<file path="src/rtl/sync_counter_pkg.sv">
// Shared constants for the 3-bit T-flop up/down counter.
//   COUNT_W   : counter width in bits
//   MODE_UP   : m encoding for counting up
//   MODE_DOWN : m encoding for counting down
package sync_counter_pkg;

    localparam int   COUNT_W   = 3;
    localparam logic MODE_UP   = 1'b0;
    localparam logic MODE_DOWN = 1'b1;

endpackage

</file>
<file path="src/rtl/sync_counter_t_ff.sv">
// Toggle flip-flop with asynchronous active-low clear.
//   clk   in  : rising-edge clock
//   reset in  : async clear, active low (0 forces q=0)
//   t     in  : toggle enable; q inverts on the edge when t=1
//   q     out : flop state
module t_ff (
    input  logic clk,
    input  logic reset,
    input  logic t,
    output logic q
);

    always_ff @(posedge clk or negedge reset) begin
        if (!reset) q <= 1'b0;
        else        q <= q ^ t;
    end

endmodule

</file>
<file path="src/rtl/sync_counter.sv">
// 3-bit synchronous up/down counter built from three T flip-flops on one clock.
//   clk   in  : rising-edge clock
//   reset in  : async clear, active low
//   m     in  : direction, MODE_UP (0) counts up, MODE_DOWN (1) counts down
//   ta    in  : count enable (T input of the LSB stage); 0 holds
//   qa    out : count bit 0 (LSB)
//   qb    out : count bit 1
//   qc    out : count bit 2 (MSB)
module sync_counter
    import sync_counter_pkg::*;
(
    input  logic clk,
    input  logic reset,
    input  logic m,
    input  logic ta,
    output logic qa,
    output logic qb,
    output logic qc
);

    localparam int NBITS = COUNT_W;

    logic [NBITS-1:0] q;
    logic [NBITS-1:0] t;
    logic [NBITS-1:0] q_sel;

    // Counting down is counting up on the complemented state, so the
    // ripple-enable chain looks at ~q in down mode: a stage toggles when
    // all lower stages are 1 (up) or all lower stages are 0 (down).
    always_comb begin
        q_sel = (m == MODE_DOWN) ? ~q : q;
        t[0]  = ta;
        t[1]  = ta & q_sel[0];
        t[2]  = ta & q_sel[0] & q_sel[1];
    end

    for (genvar i = 0; i < NBITS; i++) begin : g_stage
        t_ff u_tff (
            .clk   (clk),
            .reset (reset),
            .t     (t[i]),
            .q     (q[i])
        );
    end

    assign qa = q[0];
    assign qb = q[1];
    assign qc = q[2];

endmodule

</file>
<file path="config.mk">
export PLATFORM = sky130hd
export DESIGN_NAME = sync_counter
export DESIGN_NICKNAME = d
export VERILOG_FILES = /design/src/rtl/sync_counter_pkg.sv /design/src/rtl/sync_counter_t_ff.sv /design/src/rtl/sync_counter.sv
export SDC_FILE = /design/constraint.sdc
export NUM_CORES = 1
export LEC_CHECK = 0
export BUFFER_PORTS_ARGS = -buffer_cell sky130_fd_sc_hd__buf_2
export CORE_AREA = 2 2 39 41
export CTS_BUF_LIST = sky130_fd_sc_hd__clkbuf_8 sky130_fd_sc_hd__clkbuf_16
export CTS_CLUSTER_DIAMETER = 120
export DETAILED_ROUTE_END_ITERATION = 10
export DIE_AREA = 0 0 41 43
export HOLD_SLACK_MARGIN = 0.05
export PLACE_DENSITY = 0.3
export SETUP_SLACK_MARGIN = 0.2
export SYNTH_ARGS = -nofsm -noshare
export SYNTH_HDL_FRONTEND = slang
export SYNTH_SLANG_ARGS = --single-unit
</file>
<file path="constraint.sdc">
create_clock -name clk -period 2 [get_ports clk]
set_input_delay 0.4 -clock clk [delete_from_list [all_inputs] [get_ports clk]]
set_output_delay 0.4 -clock clk [all_outputs]
set_load 0.05 [all_outputs]
</file>
==> flow_metrics.py <==
metrics = {
    "clocking": {
        "path_clk_slew_ps": 30,
        "clockBufferDepth": 2,
        "clockRootBuffer": "clkbuf_8",
        "clock-sinks": 3,
        "cts_max_level": 1,
        "cts_setup_buffers": 0,
        "cts.hold.buffers_added": 1,
        "cts_resized": 0,
        "clk_latency_ps": 210,
        "cts_tree": "built",
        "numCtsBuffers": 3,
    },
    "floorplan": {
        "die-area_mm2": 0.001763,
        "io_pins": 7,
        "start_util": 0.1004,
        "core-area_mm2": 0.001384,
        "die_w_um": 41,
        "rows": 14,
        "dieHeight_um": 43,
    },
    "critical_path": {
        "r2r_slack_ps": 990,
        "crit_type": "reg2out",
        "crit_arrival_ps": 940,
        "r2r-start": "g_stage[0].u_tff.q",
        "crit_family": "flip-flops",
        "max_stage_delay_ps": 420,
        "rr_endpoint": "g_stage[2].u_tff.q",
        "slowest_stage": "dfrtp_1",
        "crit_chain": "buf_2",
        "ff2ff_path_depth": 3,
        "crit_path_start_kind": "register",
        "crit_buf_inv": 1,
        "crit_path_max_fanout": 5,
        "cp-end-kind": "primary output",
        "cp.required_ps": 1600,
        "critPathLaunch": "g_stage[0].u_tff.q",
    },
    "worst_hold_path": {
        "hp-class": "in2reg",
        "worstHoldPathCells": 2,
        "min_from": "ta",
        "holdPathEnd": "g_stage[0].u_tff.q",
    },
    "routing": {
        "drc": 0,
        "drtAntennaViolNets": 0,
        "drt_first_pass_iters": 1,
        "post_drt_via_cell_ratio": 3.079,
        "vias": 117,
        "drt_iter0_drc": 0,
        "routedWlPerCell_um": 8.132,
        "wl_um": 309,
    },
    "synthesis": {
        "synth_edf_count": 0,
        "netlist_top_cells_area": "dfrtp_1, xnor2_1, xor2_1",
        "netlist_instances": 11,
        "ys_seq_area_frac": 0.5405,
        "ys_seq_elements": 3,
        "netlist_area_um2": 138.9,
        "syn_area_per_cell_um2": 12.63,
        "synth_nets": 15,
        "synth_top_area_cell": "dfrtp_1",
        "synth-async-reset-ratio": 1.000,
        "synth.distinct_cells": 7,
        "synth_ff_type": "dfrtp_1",
        "yosysWarnings": 0,
        "synth_top_area_share": 0.5405,
        "netlist_top_cells_count": "dfrtp_1, xnor2_1, xor2_1",
        "yosysMostFrequentCell": "dfrtp_1",
    },
    "power": {
        "switching_share": 0.4406,
        "share_comb_of_total_power": 0.411,
        "intPower_w": 0.0002861,
        "clkPwrFrac": 0.335,
        "ir_drop_uv": 564.8,
        "power_density_mw_per_mm2": 2097,
        "pwr-share-seq": 0.254,
        "switchingPower_w": 0.0002254,
        "p_leak_nw": 0.1151,
    },
    "global_routing": {
        "globalRouteMet1Util": 0.06731,
        "grt_pass1_wl_um": 483,
        "grt_overflow": 0,
        "grt_util_met2": 0.03750,
        "grt-busiest-layer": "met1",
        "use_met3": 0.06283,
        "antenna_found_initial": 0,
        "grt_pass1_vias": 113,
        "grt_usage": 0.04814,
        "grt_max_degree": 6,
    },
    "cells_and_area": {
        "regMostFlops": "g_stage.u_tff.q",
        "syn_to_final_growth_pct": 75.68,
        "drive_above_1_share": 0.4545,
        "largest_reg_flops": 3,
        "fillers": 151,
        "fin_nets": 27,
        "diodes": 0,
        "reg_top3": "g_stage.u_tff.q: 3 flops",
        "final_core_util": 0.1763,
    },
    "sta": {
        "fmax_ghz": 0.7458,
        "final_max_slew_viol_count": 0,
        "hold_viol": 0,
        "tightest_slew_ps": 243.1,
        "fin_tns_setup_ps": 0,
        "fin_skew_ps": 1.377,
        "finalSetupViolCount": 0,
        "fin_crit_ps": 1341,
        "finalCritPeriodShare": 0.6705,
        "slew_headroom": 0.8376,
        "grt_setup_unrepaired": "no",
    },
    "flow_run": {
        "cap_violations": 0,
    },
    "status": {
        "status": "finished, final reports clean",
    },
    "placed_design": {
        "portBuffers": 6,
        "gp_congestion": 0.5402,
    },
}
how the worst max path moves through the flow:
stage / cells past startpoint / to
after global placement: 1 / qa
after CTS: 1 / qa
after floorplan: 3 / g_stage[2].u_tff.q
after detailed placement: 1 / qa
final: 1 / qa
after global routing: 1 / qa
cell type report:
type | count | area, µm² | area share
repair buffers | 7 | 40.04 | 0.1641
multi-input cells | 8 | 63.81 | 0.2615
well taps | 16 | 20.02 | 0.08205
clock buffers | 3 | 41.29 | 0.1692
clock inverters | 1 | 3.754 | 0.01538
flip-flops and latches | 3 | 75.07 | 0.3077
stage by stage:
| stage | setup slack [ps] | total power [W] | instances | cell area [µm²] | hold WS (ps) |
|---|---|---|---|---|---|
| 5_1_grt | 615.7 | 0.0005491 | 38 | 244.0 | 432.5 |
| 2_1_floorplan | 758.8 | 0.0002899 | 11 | 138.9 | 104.4 |
| 4_1_cts | 649.0 | 0.0005231 | 38 | 244.0 | 411.1 |
| 3_3_place_gp | 923.4 | 0.0003349 | 33 | 188.9 | 198.8 |
| 3_5_place_dp | 896.6 | 0.0003420 | 33 | 188.9 | 198.0 |
| 6_report | 659.1 | 0.0005116 | 38 | 244.0 | 414.0 |
layout by cell type (no fill, tap or decap):
cell and instances:
xnor2_1 2, buf_2 6, inv_1 1, o21ai_2 1
dlygate4sd3_1 1, nand2_1 1, xor2_1 2, dfrtp_1 3
clkbuf_8 3, nor3b_1 1, and3b_1 1
power by group through the flow:
stage          logic (W)  registers [W]  clock network [W]
6_report        0.000210       0.000130           0.000171
5_1_grt         0.000225       0.000136           0.000189
3_3_place_gp    0.000210       0.000125                  0
3_5_place_dp    0.000211       0.000131                  0
4_1_cts         0.000212       0.000131           0.000180
2_1_floorplan  0.0000544       0.000236                  0
routing by layer:
metal	share of wire	vias to the layer above	routed length (µm)
li1	-	57	-
met1	0.53	51	164
met2	0.28	9	88
met3	0.18	0	55
met4	0	0	0
met5	0	-	0
cell families after synthesis:
group           count (synthesis)  share of synthesized area
flops                           3                     0.5405
xor+xnor                        4                     0.2523
compound gates                  1                    0.06307
simple gates                    3                     0.1441
worst reg2reg max path: stages (launching register included):
cell and delay (ps):
dfrtp_1 430, nor3b_1 260, o21ai_2 90, xnor2_1 120
Power figures use the tool's default switching activity.
